File: src/rtl/alu_pkg.sv
// Shared ALU opcode constants, BIST LFSR taps and BIST FSM state encoding.
// Used by the ALU, the golden model and alu_bist.
package alu_pkg;

  localparam logic [3:0] ALU_AND     = 4'b0000;
  localparam logic [3:0] ALU_OR      = 4'b0001;
  localparam logic [3:0] ALU_ADD     = 4'b0010;
  localparam logic [3:0] ALU_ILLEGAL = 4'b0011;
  localparam logic [3:0] ALU_SUB     = 4'b0110;
  localparam logic [3:0] ALU_SLT     = 4'b0111;
  localparam logic [3:0] ALU_NOR     = 4'b1100;
  localparam logic [3:0] ALU_SLL     = 4'b1101;
  localparam logic [3:0] ALU_RLL     = 4'b1110;

  localparam logic [31:0] LFSR_TAPS = 32'h80200003;

  typedef enum logic [2:0] {
    IDLE,
    LOAD,
    DRIVE,
    CHECK,
    ILLEGAL_DRIVE,
    ILLEGAL_CHECK,
    DONE
  } bist_state_t;

  // Right-shifting Galois LFSR: the bit shifted out selects whether the taps are folded in.
  function automatic logic [31:0] lfsr_step(input logic [31:0] s);
    return {1'b0, s[31:1]} ^ (s[0] ? LFSR_TAPS : 32'h0);
  endfunction

  function automatic logic [3:0] op_at(input logic [2:0] idx);
    case (idx)
      3'd0:    return ALU_AND;
      3'd1:    return ALU_OR;
      3'd2:    return ALU_ADD;
      3'd3:    return ALU_SUB;
      3'd4:    return ALU_SLT;
      3'd5:    return ALU_NOR;
      3'd6:    return ALU_SLL;
      default: return ALU_RLL;
    endcase
  endfunction

endpackage

File: src/rtl/alu_golden.sv
// Combinational expected-result model of the ALU for the legal opcodes.
// Illegal opcodes produce a zero result; the BIST ignores it for those.
module alu_golden
  import alu_pkg::*;
(
  input  logic [31:0] data1,
  input  logic [31:0] data2,
  input  logic [3:0]  op,
  input  logic [4:0]  shamt,
  output logic [31:0] result,
  output logic        zero
);

  // NOTE: every combinational output gets a default first, so no path leaves it unassigned (no latch).
  always_comb begin
    result = 32'd0;
    case (op)
      ALU_AND: result = data1 & data2;
      ALU_OR:  result = data1 | data2;
      ALU_ADD: result = data1 + data2;
      ALU_SUB: result = data1 - data2;
      ALU_SLT: result = {31'd0, $signed(data1) < $signed(data2)};
      ALU_NOR: result = ~(data1 | data2);
      ALU_SLL: result = data2 << shamt;
      // Shifting right by 32 yields zero, which makes shamt == 0 a plain copy.
      ALU_RLL: result = (data2 << shamt) | (data2 >> (6'd32 - {1'b0, shamt}));
      default: result = 32'd0;
    endcase
  end

  assign zero = (result == 32'd0);

endmodule

File: src/rtl/alu_bist.sv
// Built-in self test for the 32-bit ALU: pseudo-random operands, every legal op, then the illegal code.
// Optional error log ports are enabled by defining ALU_BIST_ERRLOG_EN.
module alu_bist
  import alu_pkg::*;
#(
  parameter int          NUM_VECTORS = 16,
  parameter logic [31:0] SEED        = 32'hACE12468
) (
  input  logic        clk,
  input  logic        rst_n,
  input  logic        start,
  input  logic        abort,
  output logic [31:0] data1,
  output logic [31:0] data2,
  output logic [3:0]  ALU_Control,
  output logic [4:0]  shamt,
  input  logic [31:0] ALU_result,
  input  logic        Control_error,
  input  logic        zero,
  output logic        busy,
  output logic        done,
  output logic        pass,
  output logic [3:0]  fail_op,
`ifdef ALU_BIST_ERRLOG_EN
  output logic [31:0] err_data1,
  output logic [31:0] err_data2,
  output logic [31:0] err_result,
`endif
  output logic [15:0] fail_vec
);

  bist_state_t state, next_state;
  logic [31:0] lfsr;
  logic [15:0] vec_idx;
  logic [2:0]  op_idx;
  logic [31:0] exp_result;
  logic        exp_zero;
  logic        check_ok;
  logic        last_op;

  alu_golden u_golden (
    .data1  (data1),
    .data2  (data2),
    .op     (ALU_Control),
    .shamt  (shamt),
    .result (exp_result),
    .zero   (exp_zero)
  );

  assign check_ok = (ALU_result == exp_result) && (zero == exp_zero) && !Control_error;
  assign last_op  = (op_idx == 3'd7) && (vec_idx == 16'(NUM_VECTORS - 1));

  // NOTE: sequential state is written with <= only, so every flop samples pre-edge values.
  always_ff @(posedge clk) begin
    if (!rst_n) state <= IDLE;
    else        state <= next_state;
  end

  always_comb begin
    next_state = state;
    if (abort) begin
      next_state = IDLE;
    end else begin
      case (state)
        IDLE:          if (start) next_state = LOAD;
        LOAD:          next_state = DRIVE;
        DRIVE:         next_state = CHECK;
        CHECK: begin
          if (!check_ok)    next_state = DONE;
          else if (last_op) next_state = ILLEGAL_DRIVE;
          else              next_state = DRIVE;
        end
        ILLEGAL_DRIVE: next_state = ILLEGAL_CHECK;
        ILLEGAL_CHECK: next_state = DONE;
        DONE:          next_state = IDLE;
        default:       next_state = IDLE;
      endcase
    end
  end

  // NOTE: there are no memories here; every register, outputs included, is cleared by the synchronous reset.
  always_ff @(posedge clk) begin
    if (!rst_n) begin
      lfsr        <= SEED;
      vec_idx     <= 16'd0;
      op_idx      <= 3'd0;
      data1       <= 32'd0;
      data2       <= 32'd0;
      ALU_Control <= 4'd0;
      shamt       <= 5'd0;
      busy        <= 1'b0;
      done        <= 1'b0;
      pass        <= 1'b0;
      fail_op     <= 4'd0;
      fail_vec    <= 16'd0;
`ifdef ALU_BIST_ERRLOG_EN
      err_data1   <= 32'd0;
      err_data2   <= 32'd0;
      err_result  <= 32'd0;
`endif
    end else begin
      busy <= (next_state != IDLE);
      done <= (next_state == DONE);
      case (state)
        IDLE: begin
          if (start && !abort) begin
            pass     <= 1'b0;
            fail_op  <= 4'd0;
            fail_vec <= 16'd0;
`ifdef ALU_BIST_ERRLOG_EN
            err_data1  <= 32'd0;
            err_data2  <= 32'd0;
            err_result <= 32'd0;
`endif
          end
        end
        LOAD: begin
          lfsr    <= SEED;
          vec_idx <= 16'd0;
          op_idx  <= 3'd0;
        end
        DRIVE: begin
          data1       <= lfsr;
          data2       <= lfsr_step(lfsr);
          shamt       <= lfsr[4:0];
          ALU_Control <= op_at(op_idx);
        end
        CHECK: begin
          if (!abort) begin
            if (check_ok) begin
              if (op_idx == 3'd7) begin
                // The index still advances after the last vector, so an illegal-code failure reports NUM_VECTORS.
                op_idx  <= 3'd0;
                vec_idx <= vec_idx + 16'd1;
                lfsr    <= lfsr_step(lfsr_step(lfsr));
              end else begin
                op_idx <= op_idx + 3'd1;
              end
            end else begin
              pass     <= 1'b0;
              fail_op  <= ALU_Control;
              fail_vec <= vec_idx;
`ifdef ALU_BIST_ERRLOG_EN
              err_data1  <= data1;
              err_data2  <= data2;
              err_result <= ALU_result;
`endif
            end
          end
        end
        ILLEGAL_DRIVE: ALU_Control <= ALU_ILLEGAL;
        ILLEGAL_CHECK: begin
          if (!abort) begin
            pass <= Control_error;
            if (!Control_error) begin
              fail_op  <= ALU_ILLEGAL;
              fail_vec <= vec_idx;
`ifdef ALU_BIST_ERRLOG_EN
              err_data1  <= data1;
              err_data2  <= data2;
              err_result <= ALU_result;
`endif
            end
          end
        end
        default: ;
      endcase
      if (abort && state != IDLE) pass <= 1'b0;
    end
  end

endmodule
File: config.mk
export PLATFORM = sky130hd
export DESIGN_NAME = alu_bist
export DESIGN_NICKNAME = d
export VERILOG_FILES = /design/src/rtl/alu_pkg.sv /design/src/rtl/alu_golden.sv /design/src/rtl/alu_bist.sv
export SDC_FILE = /design/constraint.sdc
export NUM_CORES = 1
export LEC_CHECK = 0
export BUFFER_PORTS_ARGS = -buffer_cell sky130_fd_sc_hd__buf_2
export CAP_MARGIN = 20
export CORE_MARGIN = 4
export CORE_UTILIZATION = 50
export DETAILED_ROUTE_END_ITERATION = 10
export PLACE_DENSITY = 0.8
export SETUP_SLACK_MARGIN = 0.15
export SYNTH_ARGS = -nofsm -noshare
export SYNTH_HDL_FRONTEND = slang
export SYNTH_SLANG_ARGS = --single-unit
File: constraint.sdc
create_clock -name clk -period 5.8 [get_ports clk]
set_input_delay 0 -clock clk [delete_from_list [all_inputs] [get_ports clk]]
set_output_delay 0 -clock clk [all_outputs]
set_load 0.01 [all_outputs]
==> metrics <==
fmax around 180 MHz; RSZ-0062 raised after global routing yes; worst-margin pin slew around 0.87 ns; ANT cells 0; FF-to-FF setup slack around 0.18 ns; Worst setup startpoint data1[17]; Yosys warnings 0; first-pass GRT wire length about 110000 um; RR Endpoint op_idx[2]; Internal Power around 1.7 mW; P_sw roughly 0.73 mW; WL final ~76000 um; Synth Register Bits approximately 120; Final Slew Violations 0; layout cells sized above 1 between 20% and 30%; Max-slew headroom between 40% and 50%; violation count after the first detailed-route iteration between 2000 and 3000; worst-path cell chain inv_1 -> ha_1 -> buf_4 -> nand4_1 -> nor4_1 -> nand3_1 -> nor3_1 -> buf_4 -> nor2_1 -> xnor2_1 -> a2111oi_2 -> nand4_1 -> or4_4 -> or3_1 -> a32oi_2 -> buf_4 -> nor2_1 -> and3_1 -> o311a_1; sw frac 30.7%; IO Count approximately 130; die area between 30000 and 40000 um2; largest area contributor in the netlist dfxtp_1; H-tree Lvls 4; CP max-delay cell dfxtp_1; Yosys cell types a little under 100; synthesis-to-layout area growth 18.9%; status complete, no violations; register area share after synthesis roughly 15%; number of fill cells in the layout between 2000 and 3000; Power, Total ~2.4 mW; crit start category register; Finish-stage setup viols 0; skew final ~0.013 ns; WL/cell between 20 and 30 um; worst r2r src data1[17]; top-count cell post-synth nand2_1; Max clock buf depth 2; crit end category register; fin crit share 97.0%; most frequent CP cell buf_4; Root Driver clkbuf_16; Final Hold Violating Endpoints 0; max incr delay on CP about 0.5 ns; Clk pwr share a little under half; vias in the first global route ~17000; max_cap viols 0; First-pass DRT Iterations 6; Power Dens Cells around 130 nW/um2; Antenna Nets Post-Route 0; Post-Syn Nets 2180; worst path required time around 6 ns; DIE HEIGHT between 150 and 200 um; hold path start rst_n; CORE AREA 30500 um2; share of the synthesized area in the top cell type about 15%; largest net degree at the start of global routing 55; Post-Synth XOR/XNOR Area under 10%; fin crit period between 5 and 6 ns; Nets around 2400; number of flops mapped to enable cells by yosys 0; # clock sinks roughly 120; Tot GR Track Use about 44%; largest cells by area after synthesis dfxtp_1 15%, ha_1 8.4%, nand2_1 6.0%, mux2i_1 5.6%, mux4_2 5.6%; Setup TNS 0 ns; Crit Path Category reg2reg; number of I/O port buffers roughly 130; GRT overflow 0; die extent in x 184 um; Row Count 64; Synth Area in Compound Gates a little over a quarter; setup ws final between 0.15 and 0.2 ns; Min-Delay Path Class in2reg; initial antenna violation count 4; simple-gate portion of the synthesized area approximately 22%; Via density 6.97; Top FF cell, synth dfxtp_1; DRC errors left 0; routability congestion estimate between 1 and 1.5; critical path peak fanout 8; Worst Path Arrival slightly below 6 ns; syn avg cell area about 7.6 um2; CP endpoint op_idx[2]; CTS clk-pin slew, worst paths around 0.060 ns; mux cell area share after synthesis between 15 and 20%; Comb pwr share about a fifth; Async SR Flop Fraction 0%; Setup WS pre-CTS -0.291 ns; sequential share of power about 34%; Syn Inst Count a little over 2000; Initial Utilization about half; R2R cell count 19; Post-synth top cells 248 x nand2_1, 145 x a21oi_1, 127 x nor2_1, 116 x dfxtp_1, 104 x ha_1; CTS tree done; worst-case vdd ir drop ~0.27 mV; Synth Cell Area roughly 15000 um2; combinational family with the most area after synthesis compound AO/OA/AOI/OAI gates; dpl hpwl ~60000 um; clock latency on the worst-skew pair about 0.43 ns; CTS Buf Count 17; Synth Area in Adders roughly 8.7%; via count roughly 18000; Leak about 7.6 nW
[worst min path at each step]
stage,end,depth (start not counted)
after detailed placement,state[0],3
after global placement,state[0],3
after floorplan,busy,2
final,op_idx[0],2
after CTS,op_idx[0],2
after global routing,op_idx[0],2
[per-layer routing]
metal / global-route usage, % / share of wire, %
met4: 24.5 / 7.1
met1: 56.8 / 38
met3: 10.6 / 12
met2: 67.1 / 43
met5: 0 / 0.017
[cells by family (layout without fill, tap and decap cells)]
family / count (synthesis) / in the layout
AND/OR/NAND/NOR: 692 / 692
AO/OA/AOI/OAI: 602 / 602
buffers and inverters: 288 / 497
multiplexers: 180 / 180
flip-flops: 116 / 116
adder cells (fa/ha/maj): 106 / 106
XOR/XNOR: 52 / 52
[layout make-up]
class,instances,area (um2),share of cell area [%]
multi-input combinational,1632,12000,65.6
timing repair buffer,361,2480,13.5
sequential,116,2330,12.7
tap,396,495,2.70
clock buffer,20,457,2.49
inverter,104,394,2.15
clock inverter,12,146,0.798
[registers in the layout, indices dropped and copies added, names as in the netlist]
signal	count
fail_vec	16
busy	1
data1	31
op_idx	3
ALU_Control	4
pass	1
data2	4
state	3
vec_idx	16
fail_op	4
lfsr	32
done	1
[critical path: cells and delay by family, from the launching register on]
| family | cells | cell delay (ns) |
|---|---|---|
| DFF | 1 | 0.50 |
| buffers and inverters | 4 | 0.75 |
| xor gates and xnor gates | 1 | 0.22 |
| and+or+nand+nor | 10 | 2.51 |
| AOI/OAI and AO/OA | 3 | 1.04 |
| adders and majority gates | 1 | 0.48 |
[power groups by stage]
stage / registers (mW) / logic, mW / clock network [mW]
floorplan: 0.830 / 0.263 / 0
global route: 0.813 / 0.515 / 1.12
detailed placement: 0.830 / 0.458 / 0
finish: 0.813 / 0.491 / 1.08
global placement: 0.829 / 0.455 / 0
CTS: 0.812 / 0.466 / 1.08
[placed cells by master (no fill, tap or decap), types with 37 or more instances in the layout]
master,synthesis,final
nor2_1,127,124
mux4_2,38,38
nand3_1,58,58
mux2_2,54,54
dfxtp_1,116,110
buf_4,42,216
nand2_1,248,248
nor3_1,48,47
a21oi_1,145,140
o21ai_0,71,70
o211ai_1,37,37
ha_1,104,100
inv_1,100,100
a22oi_1,43,43
buf_2,33,133
mux2i_1,87,87
[metrics by stage]
stage	instances	util (%)	area [um2]	hold slack (ns)
3_5_place_dp	2594	57.0	17400	0.318
3_3_place_gp	2594	57.0	17400	0.306
5_1_grt	2641	60.1	18300	0.139
4_1_cts	2630	59.3	18100	0.0793
6_report	2641	60.1	18300	0.0950
2_1_floorplan	2036	-	15400	0.167
[timing repair]
item,CTS,global route
pin swaps,2,8
buffers inserted,2,10
gates resized for setup,14,36
endpoints found under the hold margin,3,0
hold buffers,2,0
endpoints found under the setup margin,75,74
Power figures use the tool's default switching activity.
